## config.mk

```make
export PLATFORM = sky130hd
export DESIGN_NAME = bcd_stopwatch_mux
export DESIGN_NICKNAME = d
export VERILOG_FILES = /design/src/rtl/stopwatch_pkg.sv /design/src/rtl/sw_bcd_digit.sv /design/src/rtl/bcd_stopwatch_mux.sv
export SDC_FILE = /design/constraint.sdc
export NUM_CORES = 1
export LEC_CHECK = 0
export ABC_AREA = 1
export BUFFER_PORTS_ARGS = -buffer_cell sky130_fd_sc_hd__buf_4
export CORE_ASPECT_RATIO = 1.2
export CORE_MARGIN = 3
export CORE_UTILIZATION = 55
export DETAILED_ROUTE_END_ITERATION = 16
export PLACE_DENSITY = 0.83
export SLEW_MARGIN = 20
export SYNTH_ARGS = -nofsm -noshare
export SYNTH_HDL_FRONTEND = slang
export SYNTH_SLANG_ARGS = --single-unit
export TNS_END_PERCENT = 10
```

## constraint.sdc

```tcl
create_clock -name clk -period 2.95 [get_ports clk]
set_input_delay 0.885 -clock clk [delete_from_list [all_inputs] [get_ports clk]]
set_output_delay 0.885 -clock clk [all_outputs]
set_load 0.1 [all_outputs]
```

## src/rtl/stopwatch_pkg.sv

```systemverilog
// rtl/stopwatch_pkg.sv - shared state type, button indices and 7-segment constants for the BCD stopwatch
package stopwatch_pkg;

    typedef enum logic {
        ST_STOPPED = 1'b0,
        ST_RUN     = 1'b1
    } sw_state_t;

    // Bit positions of the buttons inside the synchroniser vectors.
    localparam int BTN_CLEAR = 0;
    localparam int BTN_START = 1;
    localparam int BTN_STOP  = 2;
    localparam int BTN_LAP   = 3;

    // Active-high segment patterns, bit0 = a ... bit6 = g.
    localparam logic [6:0] SEG_BCD [0:9] = '{
        7'h3F, 7'h06, 7'h5B, 7'h4F, 7'h66,
        7'h6D, 7'h7D, 7'h07, 7'h7F, 7'h6F
    };

    localparam logic [6:0] SEG_BLANK = 7'h00;

    function automatic logic [6:0] seg_encode(input logic [3:0] bcd);
        logic [6:0] pattern;
        pattern = SEG_BLANK;
        if (bcd <= 4'd9) begin
            pattern = SEG_BCD[bcd];
        end
        return pattern;
    endfunction

endpackage

```

## src/rtl/sw_bcd_digit.sv

```systemverilog
// rtl/sw_bcd_digit.sv - one BCD digit register with ripple increment and synchronous clear
//
// Ports:
//   clk, rst_n  : clock, synchronous active-low reset
//   clear       : synchronous clear to zero (wins over inc_in)
//   inc_in      : advance this digit on the current edge
//   digit       : registered digit value 0..9
//   digit_next  : value the digit takes on the next edge when clear is low
//   carry_out   : inc_in while the digit is 9, feeds the next digit up
module sw_bcd_digit (
    input  logic       clk,
    input  logic       rst_n,
    input  logic       clear,
    input  logic       inc_in,
    output logic [3:0] digit,
    output logic [3:0] digit_next,
    output logic       carry_out
);

    logic at_nine;

    assign at_nine   = (digit == 4'd9);
    assign carry_out = inc_in & at_nine;

    always_comb begin
        digit_next = digit;
        if (inc_in) begin
            digit_next = at_nine ? 4'd0 : digit + 4'd1;
        end
    end

    always_ff @(posedge clk) begin
        if (!rst_n || clear) begin
            digit <= 4'd0;
        end else begin
            digit <= digit_next;
        end
    end

endmodule

```

## src/rtl/bcd_stopwatch_mux.sv

```systemverilog
// rtl/bcd_stopwatch_mux.sv - N-digit BCD stopwatch with lap freeze and multiplexed 7-segment driver
//
// Ports:
//   clk, rst_n            : clock, synchronous active-low reset
//   btn_clear/start/stop/lap : asynchronous push buttons, rising edge acts once
//   seg_n[6:0]            : segments a..g (bit0 = a), active-low
//   dp_n                  : decimal point, active-low
//   digit_sel[N-1:0]      : one-hot digit enable, active-high, digit 0 least significant
//   running               : counter advancing
//   lap_active            : display frozen on lap snapshot
//   overflow              : sticky, set when the count wraps from all nines
module bcd_stopwatch_mux #(
    parameter int NUM_DIGITS = 4,
    parameter int TICK_DIV   = 120000,
    parameter int SCAN_DIV   = 1024,
    parameter int DP_POS     = 2,
    parameter int LZ_BLANK   = 1
) (
    input  logic                  clk,
    input  logic                  rst_n,
    input  logic                  btn_clear,
    input  logic                  btn_start,
    input  logic                  btn_stop,
    input  logic                  btn_lap,
    output logic [6:0]            seg_n,
    output logic                  dp_n,
    output logic [NUM_DIGITS-1:0] digit_sel,
    output logic                  running,
    output logic                  lap_active,
    output logic                  overflow
);

    import stopwatch_pkg::*;

    localparam int PRE_W  = (TICK_DIV > 2) ? $clog2(TICK_DIV) : 1;
    localparam int SCAN_W = (SCAN_DIV > 2) ? $clog2(SCAN_DIV) : 1;
    localparam int IDX_W  = (NUM_DIGITS > 2) ? $clog2(NUM_DIGITS) : 1;

    localparam logic [NUM_DIGITS-1:0] SEL_RESET = {{(NUM_DIGITS-1){1'b0}}, 1'b1};

    // Button synchronisers: two flops against metastability, a third for edge detect.
    logic [3:0] btn_raw;
    logic [3:0] sync1;
    logic [3:0] sync2;
    logic [3:0] sync3;
    logic [3:0] btn_pulse;
    logic       clear_pulse;
    logic       start_pulse;
    logic       stop_pulse;
    logic       lap_pulse;

    assign btn_raw     = {btn_lap, btn_stop, btn_start, btn_clear};
    assign btn_pulse   = sync2 & ~sync3;
    assign clear_pulse = btn_pulse[BTN_CLEAR];
    assign start_pulse = btn_pulse[BTN_START];
    assign stop_pulse  = btn_pulse[BTN_STOP];
    assign lap_pulse   = btn_pulse[BTN_LAP];

    always_ff @(posedge clk) begin
        if (!rst_n) begin
            sync1 <= '0;
            sync2 <= '0;
            sync3 <= '0;
        end else begin
            sync1 <= btn_raw;
            sync2 <= sync1;
            sync3 <= sync2;
        end
    end

    // Run/stop control
    sw_state_t state_q;
    sw_state_t state_d;

    always_comb begin
        state_d = state_q;
        if (clear_pulse) begin
            state_d = ST_STOPPED;
        end else if (stop_pulse) begin
            state_d = ST_STOPPED;
        end else if (start_pulse) begin
            state_d = ST_RUN;
        end
    end

    always_ff @(posedge clk) begin
        if (!rst_n) begin
            state_q <= ST_STOPPED;
        end else begin
            state_q <= state_d;
        end
    end

    assign running = (state_q == ST_RUN);

    // Prescaler holds in STOPPED so a resume keeps the partial tick.
    logic [PRE_W-1:0] pre_q;
    logic             tick;

    assign tick = running && (pre_q == PRE_W'(TICK_DIV - 1));

    always_ff @(posedge clk) begin
        if (!rst_n || clear_pulse) begin
            pre_q <= '0;
        end else if (running) begin
            pre_q <= tick ? '0 : pre_q + PRE_W'(1);
        end
    end

    // BCD count chain; carry[NUM_DIGITS] fires on the all-nines wrap.
    logic [NUM_DIGITS:0]         carry;
    logic [NUM_DIGITS-1:0][3:0]  count;
    logic [NUM_DIGITS-1:0][3:0]  count_next;

    // A tick landing on a clear edge is dropped.
    assign carry[0] = tick & ~clear_pulse;

    for (genvar i = 0; i < NUM_DIGITS; i++) begin : g_digit
        sw_bcd_digit u_digit (
            .clk        (clk),
            .rst_n      (rst_n),
            .clear      (clear_pulse),
            .inc_in     (carry[i]),
            .digit      (count[i]),
            .digit_next (count_next[i]),
            .carry_out  (carry[i+1])
        );
    end

    // Lap snapshot and sticky overflow
    logic [NUM_DIGITS-1:0][3:0] snapshot;

    always_ff @(posedge clk) begin
        if (!rst_n) begin
            lap_active <= 1'b0;
            overflow   <= 1'b0;
            snapshot   <= '0;
        end else if (clear_pulse) begin
            lap_active <= 1'b0;
            overflow   <= 1'b0;
        end else begin
            if (carry[NUM_DIGITS]) begin
                overflow <= 1'b1;
            end
            if (lap_pulse) begin
                if (lap_active) begin
                    lap_active <= 1'b0;
                end else begin
                    lap_active <= 1'b1;
                    // Post-increment value, so a tick on the same edge is captured.
                    snapshot   <= count_next;
                end
            end
        end
    end

    // Display scan
    logic [NUM_DIGITS-1:0][3:0] disp;
    logic [NUM_DIGITS-1:0]      lead_zero;
    logic [SCAN_W-1:0]          scan_q;
    logic [IDX_W-1:0]           idx_q;
    logic [IDX_W-1:0]           idx_next;
    logic                       scan_wrap;
    logic [3:0]                 cur_digit;
    logic                       blank;
    logic [6:0]                 seg_d;
    logic                       dp_d;
    logic [NUM_DIGITS-1:0]      sel_d;

    assign disp      = lap_active ? snapshot : count;
    assign scan_wrap = (scan_q == SCAN_W'(SCAN_DIV - 1));

    always_comb begin
        idx_next = idx_q;
        if (scan_wrap) begin
            idx_next = (idx_q == IDX_W'(NUM_DIGITS - 1)) ? '0 : idx_q + IDX_W'(1);
        end
    end

    // lead_zero[i]: digit i and every digit above it are zero.
    always_comb begin
        logic all_zero;
        all_zero  = 1'b1;
        lead_zero = '0;
        for (int i = NUM_DIGITS - 1; i >= 0; i--) begin
            all_zero     = all_zero && (disp[i] == 4'd0);
            lead_zero[i] = all_zero;
        end
    end

    // Select, segments and dp are all derived from idx_next and registered together.
    always_comb begin
        cur_digit       = disp[idx_next];
        blank           = (LZ_BLANK != 0) && (idx_next != '0) && lead_zero[idx_next];
        seg_d           = blank ? ~SEG_BLANK : ~seg_encode(cur_digit);
        dp_d            = !((DP_POS < NUM_DIGITS) && (int'(idx_next) == DP_POS));
        sel_d           = '0;
        sel_d[idx_next] = 1'b1;
    end

    always_ff @(posedge clk) begin
        if (!rst_n) begin
            scan_q    <= '0;
            idx_q     <= '0;
            seg_n     <= 7'h7F;
            dp_n      <= 1'b1;
            digit_sel <= SEL_RESET;
        end else begin
            scan_q    <= scan_wrap ? '0 : scan_q + SCAN_W'(1);
            idx_q     <= idx_next;
            seg_n     <= seg_d;
            dp_n      <= dp_d;
            digit_sel <= sel_d;
        end
    end

endmodule

```

==> impl_metrics.toml, run 1 <==
[worst_setup_path]
crit_arrival_ns = 2.64
critPathMaxFanout = 11
critical_path_class = "flip-flop to flip-flop"
ff2ff_path_depth = 14
worstPathCellList = "ha_1 > nand2_1 > nor2_4 > nand4_1 > nand2_2 > nand2_1 > nand2_1 > nand2_1 > nand2_1 > inv_1 > ha_1 > or2_1 > nand2_1 > nand3_1"
end_kind = "flip-flop"
crit_top_cell = "nand2_1"
r2r-start = "scan_q[0]$_SDFF_PP0_"
r2r-end = "seg_n[3]$_SDFF_PP1_"
max_stage_delay_ns = 0.36
cp_slowest_cell = "dfxtp_1"
crit_cells = 14
cp.required_ns = 3.19
startpoint_type = "flip-flop"
r2r_setup_slack_ns = 0.55
crit_buf_inv = 1
crit_family = "simple AND/OR/NAND/NOR gates"

[grt]
gr-usage-all-layers_pct = 19.7
gr-total-overflow = 0
grt_pass1_wl_mm = 13.9
grt_max_degree = 27
grt_pass1_vias = 3288
antenna_found_initial = 0

[finish]
finalNetCount = 616
instances_no_fill = 699
drive_above_1_share_pct = 10.7
n_antenna_cell = 0
syn_to_final_growth_pct = 11.3
utilization_pct = 63.2

[sta]
rsz0062_at_grt = "false"
max_freq_mhz = 417
hold_viol_final = 0
finalSetupViolCount = 0
worst_slew_pin_slew_ns = 0.716
fin_crit_sh_pct = 81.2
fin_skew_ns = 0.0104
finalSetupTns_ns = 0
finalCriticalPeriod_ns = 2.40
hold_slack_ns = 0.423
drv_slew = 0
maxSlewHeadroom_pct = 52.2

[synth]
synthArstFlopShare_pct = 0
yosys-top-cells-count = "nand2_1 (140), dfxtp_1 (88), inv_1 (80)"
synthTopCellsByArea = "dfxtp_1 (43%), nand2_1 (13%), inv_1 (7.3%)"
ys_seq_elements = 88
syn_avg_cell_area_um2 = 7.10
ys_warn_count = 0
yosysMostFrequentCell = "nand2_1"
netlist.area_leader.share_pct = 42.6
synth-main-ff-cell = "dfxtp_1"
synth_area_um2 = 4130
synth.net_count = 594
yosys.area.top_type = "dfxtp_1"
synth.yosys.seq_area_share_pct = 42.6
synth_cell_types = 42
synth_edf_count = 0
syn_inst = 582

[clock_network]
holdBufCountCts = 0
cts_resized = 0
cts_setup_buffers = 0
insertion_delay_ns = 0.35
clk_pin_slew_worst_paths_ns = 0.09
cts_root_buffer = "clkbuf_8"
cts-buffers-inserted = 9
cts_tree = "done"
clockBufferDepth = 2
h-tree-depth = 3
clock-sinks = 88

[power]
ir_worst_vdd_mv = 0.399
powerDensity_nw_per_um2 = 516
power_leakage_nw = 2.05

[floorplan]
die_w_um = 85.1
pin_count = 21
initial_core_util_pct = 56.8
die_h_um = 101
row_count = 34
dieArea_um2 = 8600
coreArea_um2 = 7270

[drt]
wirelength_mm = 8.00
final_antenna_net_count = 0
wl_per_cell_um = 11.4
firstDrtPassIters = 4
drt_iter0_drc = 137
viasPerCell = 5.19
drc_errors = 0
route.vias.total = 3625

[placement]
dp_cells = 683
gp_congestion = 0.882
io_buffers = 20
place_hpwl_mm = 5.84

[run]
cap_viol_max_count = 0

[status]
outcome = "complete, no violations"

[min_path]
holdPathEnd = "sync2[3]$_SDFF_PN0_"
hold_start = "sync1[3]$_SDFF_PN0_"
worstHoldPathCells = 2
hold_class = "flip-flop to flip-flop"
[worst min-delay path, stage by stage, from the launching register on]
cell	delay [ns]
dfxtp_1	0.31
nand2_1	0.04
inv_1	0.04
[per-stage QoR]
| step | power (W) | setup WS [ns] | instance area [µm²] |
|---|---|---|---|
| global route | 0.00245 | 0.286 | 4600 |
| floorplan | 0.00139 | 0.401 | 4130 |
| global placement | 0.00143 | 0.668 | 4370 |
| finish | 0.00237 | 0.554 | 4600 |
| CTS | 0.00240 | 0.541 | 4600 |
| detailed placement | 0.00143 | 0.581 | 4370 |
[worst max-delay path by stage]
stage,from,end,slack (ns)
after floorplan,lap_active$_SDFFE_PP0P_,seg_n[3]$_SDFF_PP1_,0.40
after global placement,scan_q[0]$_SDFF_PP0_,seg_n[3]$_SDFF_PP1_,0.67
after detailed placement,scan_q[0]$_SDFF_PP0_,seg_n[3]$_SDFF_PP1_,0.58
after CTS,scan_q[0]$_SDFF_PP0_,seg_n[3]$_SDFF_PP1_,0.54
after global routing,scan_q[0]$_SDFF_PP0_,seg_n[3]$_SDFF_PP1_,0.29
final,scan_q[0]$_SDFF_PP0_,seg_n[3]$_SDFF_PP1_,0.55
[cell usage in the layout (no fill, tap or decap), types with 3 or more instances in the layout]
cell type / n
ha_1: 6
inv_2: 3
nor3b_1: 3
bufinv_16: 3
o211ai_1: 3
o21ai_1: 3
xor2_1: 10
a21oi_1: 34
nor3_1: 16
nand2_1: 140
dfxtp_1: 88
nor2_1: 59
nand4_1: 10
o21ai_0: 37
inv_1: 80
buf_4: 24
clkbuf_8: 9
nand3_1: 36
nand2_2: 9
[power breakdown]
group          switching [W]  internal, W  leakage [nW]
Clock               0.000409     0.000560         0.116
Sequential         0.0000125      0.00122         0.716
Combinational       0.000130    0.0000464          1.21
Total               0.000552      0.00182          2.05
[cells by family after synthesis]
family | count (synthesis) | share of synthesized area, %
compound gates | 88 | 11.7
fa+ha+maj | 6 | 1.82
flops | 88 | 42.6
simple gates | 291 | 32.1
mux | 1 | 0.242
xor+xnor | 12 | 2.54
buf+inv | 96 | 9.02
[sequential cells by signal (all words and copies together), names as in the netlist]
register / count
digit_sel: 4
dp_n: 1
g_digit.u_digit.digit: 16
idx_q: 2
lap_active: 1
overflow: 1
pre_q: 17
running: 1
scan_q: 10
seg_n: 7
snapshot: 16
sync1: 4
sync2: 4
sync3: 4
[layer usage]
metal  routed length, µm  up-vias  global-route usage [%]
li1                    -     1909                       -
met1                3550     1629                    24.2
met2                3900       67                    33.3
met3                 353       20                    4.33
met4                 196        0                    8.16
met5                   0        -                       0
[area by class of cell]
class,instances,area (µm²)
clock buffers,10,128
clock inverters,6,108
fillers,639,2670
inverters,83,312
multi-input cells,398,2000
flip-flops and latches,88,1760
well taps,90,113
repair buffers,24,180
(Power assumes the default switching activity.)
==> run 2, diff against run 1 <==
==> constraint.sdc (replaced) <==
create_clock -name clk -period 2.45 [get_ports clk]
set_input_delay 0.735 -clock clk [delete_from_list [all_inputs] [get_ports clk]]
set_output_delay 0.735 -clock clk [all_outputs]
set_load 0.1 [all_outputs]
==> run 2 against run 1 <==
Net effect: fmax grew 5.4%; total power rose by 24%; final cell count up 1.4%; clock skew increased by 0.0027 ns.
==> impl_metrics.toml, run 2 (synthesis results as in run 1) <==
[grt]
grt_pass1_wl_mm = 14.8
gr-total-overflow = 0
grt_max_degree = 27
gr-usage-all-layers_pct = 21.0
grt_pass1_vias = 3482
antenna_found_initial = 0

[power]
power_leakage_nw = 2.11
pwr-share-seq_pct = 50.5
swShare_pct = 24.6
powerDensity_nw_per_um2 = 622
p_total_w = 0.00294
power_frac_comb_pct = 7.4
p_int_w = 0.00222
p_switching_w = 0.000723
p_clk_share_pct = 42.1
ir_worst_vdd_mv = 0.493

[sta]
fin_crit_sh_pct = 92.8
maxSlewHeadroom_pct = 51.3
fin_skew_ns = 0.0131
drv_slew = 0
max_freq_mhz = 440
worst_slew_pin_slew_ns = 0.724
finalSetupTns_ns = 0
finalCriticalPeriod_ns = 2.27
finalSetupViolCount = 0
hold_viol_final = 0

[floorplan]
die_w_um = 85.1
row_count = 34
initial_core_util_pct = 56.8
die_h_um = 101
dieArea_um2 = 8600
pin_count = 21
coreArea_um2 = 7270

[worst_setup_path]
crit_top_cell = "nand2_1"
end_kind = "flip-flop"
cp_slowest_cell = "dfxtp_2"
max_stage_delay_ns = 0.35
critical_path_class = "flip-flop to flip-flop"
critPathMaxFanout = 8
cp.required_ns = 2.70
crit_arrival_ns = 2.52
worstPathCellList = "ha_1 > nand2_1 > nor2_4 > nand4_1 > nand2_4 > nand2_1 > nand2_1 > nand2_1 > nand2_2 > inv_2 > ha_1 > or2_1 > nand2_1 > nand3_1"
startpoint_type = "flip-flop"

[finish]
finalNetCount = 626
layout_common_cells = "nand2_1 (137), dfxtp_1 (86), inv_1 (79)"
drive_above_1_share_pct = 13.2
syn_to_final_growth_pct = 14.3
reg_top3 = "pre_q (17), g_digit.u_digit.digit (16), snapshot (16)"
n_antenna_cell = 0
instances_no_fill = 709
top_register = "pre_q"
utilization_pct = 65.0
largest_reg_flops = 17
final_common_cell = "nand2_1"

[drt]
wirelength_mm = 8.56
firstDrtPassIters = 5
viasPerCell = 5.29
wl_per_cell_um = 12.1
drc_errors = 0
drt_iter0_drc = 184
route.vias.total = 3748
final_antenna_net_count = 0

[clock_network]
cts_root_buffer = "clkbuf_8"
clk_pin_slew_worst_paths_ns = 0.10
cts-buffers-inserted = 9
cts_tree = "done"
insertion_delay_ns = 0.36
clock-sinks = 88
h-tree-depth = 3
clockBufferDepth = 2

[status]
outcome = "complete, no violations"

[placement]
place_hpwl_mm = 6.08
gp_congestion = 0.866
io_buffers = 20
dp_cells = 687

[run]
cap_viol_max_count = 0

[min_path]
hold_class = "flip-flop to flip-flop"
run 2: cell count changes in the layout (fill, tap and decap cells not counted), sizes merged:
| cell | before | now |
|---|---|---|
| clkinvlp | 1 | 0 |
| clkbuf | 10 | 9 |
| inv | 83 | 86 |
| clkinv | 2 | 1 |
| buf | 24 | 34 |
run 2: what timing repair did:
action / in CTS / in global routing
hold buffers: 0 / 0
setup endpoints to repair: 0 / 4
resized for setup: 0 / 8
setup buffers: 0 / 6
run 2: through the flow:
step	setup slack (ns)	cell area, µm²	hold slack (ns)
after floorplan	0.0373	4140	0.390
after global placement	0.176	4410	0.394
after detailed placement	0.0763	4410	0.398
after CTS	0.0219	4660	0.422
after global routing	-0.0153	4730	0.436
final	0.177	4730	0.418
run 2: worst max-delay path, delay by kind of cell, from the launching register on:
| kind | cells | cell delay [ns] |
|---|---|---|
| adder cells (fa/ha/maj) | 2 | 0.42 |
| buffers and inverters | 1 | 0.05 |
| flip-flops | 1 | 0.35 |
| AND/OR/NAND/NOR | 11 | 1.36 |
run 2: per-layer routing:
layer / up-vias / share of wire [%] / track usage (%)
met5: - / 0 / 0
met4: 0 / 2.4 / 10.4
met3: 17 / 3.9 / 3.27
met2: 78 / 50 / 37.3
met1: 1728 / 44 / 24.5
li1: 1925 / - / -
run 2: final timing paths:
path	endpoint	depth (start not counted)	start	slack, ns
setup / recovery	seg_n[3]$_SDFF_PP1_	14	scan_q[0]$_SDFF_PP0_	0.18
hold / removal	sync2[3]$_SDFF_PN0_	2	sync1[3]$_SDFF_PN0_	0.42
setup reg to reg	seg_n[3]$_SDFF_PP1_	14	scan_q[0]$_SDFF_PP0_	0.18
hold reg to reg	sync2[3]$_SDFF_PN0_	2	sync1[3]$_SDFF_PN0_	0.42
run 2: power groups by stage:
stage | Combinational [W] | Clock, W | Sequential, W
final | 0.000219 | 0.00124 | 0.00148
after global routing | 0.000240 | 0.00131 | 0.00149
after CTS | 0.000219 | 0.00126 | 0.00148
after detailed placement | 0.000218 | 0 | 0.00152
after global placement | 0.000214 | 0 | 0.00152
after floorplan | 0.0000995 | 0 | 0.00158
run 2: final cells by class:
type / instances / area (µm²)
Fill cell: 636 / 2550
Multi-Input combinational cell: 398 / 2020
Sequential cell: 88 / 1760
Inverter: 83 / 312
Timing Repair Buffer: 34 / 268
Clock inverter: 7 / 125
Clock buffer: 9 / 124
Tap cell: 90 / 113
==> run 3, diff against run 2 <==
--- a/config.mk
+++ b/config.mk
@@ -5,7 +5,7 @@
 export SDC_FILE = /design/constraint.sdc
 export NUM_CORES = 1
 export LEC_CHECK = 0
-export ABC_AREA = 1
+export ABC_AREA = 0
 export BUFFER_PORTS_ARGS = -buffer_cell sky130_fd_sc_hd__buf_4
 export CORE_ASPECT_RATIO = 1.2
 export CORE_MARGIN = 3
==> run 3 against run 2 <==
Net effect: count of clock-buffer cells in the layout is 3 higher; largest power group unchanged; via count decreased by 16%; combinational power is 20% lower; highest routed layer unchanged.
==> impl_metrics.toml, run 3 <==
[floorplan]
coreArea_um2 = 6940
dieArea_um2 = 8320
die_w_um = 83.8
pin_count = 21
die_h_um = 99.3
initial_core_util_pct = 57.6
row_count = 33

[synth]
netlist.area_leader.share_pct = 44.1
yosysMostFrequentCell = "dfxtp_1"
ys_seq_elements = 88
syn_avg_cell_area_um2 = 9.18
synth_cell_types = 56
synth-main-ff-cell = "dfxtp_1"
synth_edf_count = 0
synth.net_count = 447
yosys-top-cells-count = "dfxtp_1 (88), nor2_1 (64), nand2_1 (24)"
synthTopCellsByArea = "dfxtp_1 (44%), nor2_1 (6.0%), xor2_1 (4.2%)"
ys_warn_count = 0
synth_area_um2 = 3990
yosys.area.top_type = "dfxtp_1"
syn_inst = 435
synthArstFlopShare_pct = 0
synth.yosys.seq_area_share_pct = 44.1

[sta]
finalCriticalPeriod_ns = 2.43
fin_skew_ns = 0.0116
rsz0062_at_grt = "true"
finalSetupTns_ns = 0
max_freq_mhz = 411
hold_slack_ns = 0.438
setup_slack_ns = 0.0164
finalSetupViolCount = 0
fin_crit_sh_pct = 99.3
worst_slew_pin_slew_ns = 0.534
maxSlewHeadroom_pct = 64.3
drv_slew = 0
hold_viol_final = 0

[power]
p_switching_w = 0.000640
ir_worst_vdd_mv = 0.408
p_clk_share_pct = 37.7
p_int_w = 0.00202
powerDensity_nw_per_um2 = 587
power_frac_comb_pct = 6.6
swShare_pct = 24.0
power_leakage_nw = 1.67
pwr-share-seq_pct = 55.8

[drt]
firstDrtPassIters = 4
viasPerCell = 5.66
wl_per_cell_um = 14.4
wirelength_mm = 8.00
drt_iter0_drc = 156
drc_errors = 0
final_antenna_net_count = 0
route.vias.total = 3155

[run]
cap_viol_max_count = 0

[grt]
grt_max_degree = 28
gr-usage-all-layers_pct = 19.9
grt_pass1_wl_mm = 13.6
antenna_found_initial = 0
gr-total-overflow = 0
grt_pass1_vias = 2972

[worst_setup_path]
end_kind = "flip-flop"
critPathMaxFanout = 7
startpoint_type = "flip-flop"
cp.required_ns = 2.68
crit_start = "scan_q[1]$_SDFF_PP0_"
ff2ff_path_depth = 10
r2r-end = "seg_n[0]$_SDFF_PP1_"
crit_end = "seg_n[0]$_SDFF_PP1_"
r2r-start = "scan_q[1]$_SDFF_PP0_"
r2r_setup_slack_ns = 0.02
critical_path_class = "flip-flop to flip-flop"
crit_arrival_ns = 2.67

[clock_network]
clockBufferDepth = 2
cts-buffers-inserted = 9
clk_pin_slew_worst_paths_ns = 0.09
insertion_delay_ns = 0.36
h-tree-depth = 3
cts_tree = "done"
cts_root_buffer = "clkbuf_8"
clock-sinks = 88

[finish]
final_common_cell = "dfxtp_1"
layout_common_cells = "dfxtp_1 (83), nor2_1 (64), buf_4 (36)"
largest_reg_flops = 17
drive_above_1_share_pct = 18.9
utilization_pct = 65.4
finalNetCount = 477
n_antenna_cell = 0
syn_to_final_growth_pct = 13.6
reg_top3 = "pre_q (17), g_digit.u_digit.digit (16), snapshot (16)"
fin_area_um2 = 4540
top_register = "pre_q"

[placement]
dpl-instance-area_um2 = 4250
place_ws_ns = -0.000458
io_buffers = 20
gp_congestion = 0.886
place_hpwl_mm = 5.43

[min_path]
hold_class = "flip-flop to flip-flop"

[status]
outcome = "complete, no violations"
## run 3: cell type report
class	count	area (µm²)
clock inverter	4	52.6
sequential	88	1770
tap	87	109
clock buffer	12	145
multi-input combinational	317	2130
timing repair buffer	37	282
inverter	12	45.0
fill	548	2400
## run 3: power groups by stage
stage                     clock network [W]  logic (W)  registers, W
final                               0.00100   0.000175       0.00148
after global placement                    0   0.000169       0.00152
after floorplan                           0  0.0000827       0.00156
after global routing                0.00108   0.000189       0.00149
after CTS                           0.00102   0.000173       0.00148
after detailed placement                  0   0.000172       0.00152
## run 3: metal layers
metal / GRT usage [%] / up-vias / wire length, µm
met2: 30.6 / 60 / 3780
met5: 0 / - / 0
li1: - / 1584 / -
met3: 4.72 / 23 / 308
met1: 26.5 / 1488 / 3690
met4: 9.78 / 0 / 219
## run 3: cell families after synthesis
kind of cell	share of synthesized area [%]
flip-flops	44.1
buffers and inverters	3.92
multiplexers	5.14
XOR/XNOR	7.24
AND/OR/NAND/NOR	23.8
AO/OA/AOI/OAI	13.9
adder cells (fa/ha/maj)	1.88
## run 3: critical path, cell delays in order (launching register included)
cell	delay, ns
dfxtp_2	0.36
ha_4	0.14
nand4_1	0.10
buf_6	0.15
o31ai_4	0.38
a32oi_1	0.19
a22oi_2	0.26
ha_2	0.26
a211oi_2	0.06
nor3_4	0.25
o311ai_2	0.15
## run 3: worst min path at each step
| stage | slack (ns) | cells past startpoint | endpoint | start |
|---|---|---|---|---|
| global placement | 0.41 | 1 | sync2[0]$_SDFF_PN0_ | sync1[0]$_SDFF_PN0_ |
| finish | 0.44 | 1 | sync2[0]$_SDFF_PN0_ | sync1[0]$_SDFF_PN0_ |
| detailed placement | 0.42 | 1 | sync2[0]$_SDFF_PN0_ | sync1[0]$_SDFF_PN0_ |
| CTS | 0.44 | 1 | sync2[0]$_SDFF_PN0_ | sync1[0]$_SDFF_PN0_ |
| global route | 0.45 | 1 | sync2[0]$_SDFF_PN0_ | sync1[0]$_SDFF_PN0_ |
| floorplan | 0.41 | 1 | sync2[0]$_SDFF_PN0_ | sync1[0]$_SDFF_PN0_ |
## run 3: timing repair
| item | 4_1_cts | 5_1_grt |
|---|---|---|
| resized for setup | 1 | 18 |
| hold buffers | 0 | 0 |
| buffers inserted | 0 | 3 |
| endpoints found under the setup margin | 1 | 7 |
| pin swaps | 0 | 7 |
## run 3: per-stage QoR
step	power (W)	std cells
2_1_floorplan	0.00165	435
3_3_place_gp	0.00168	538
3_5_place_dp	0.00169	538
4_1_cts	0.00267	554
5_1_grt	0.00276	557
6_report	0.00266	557
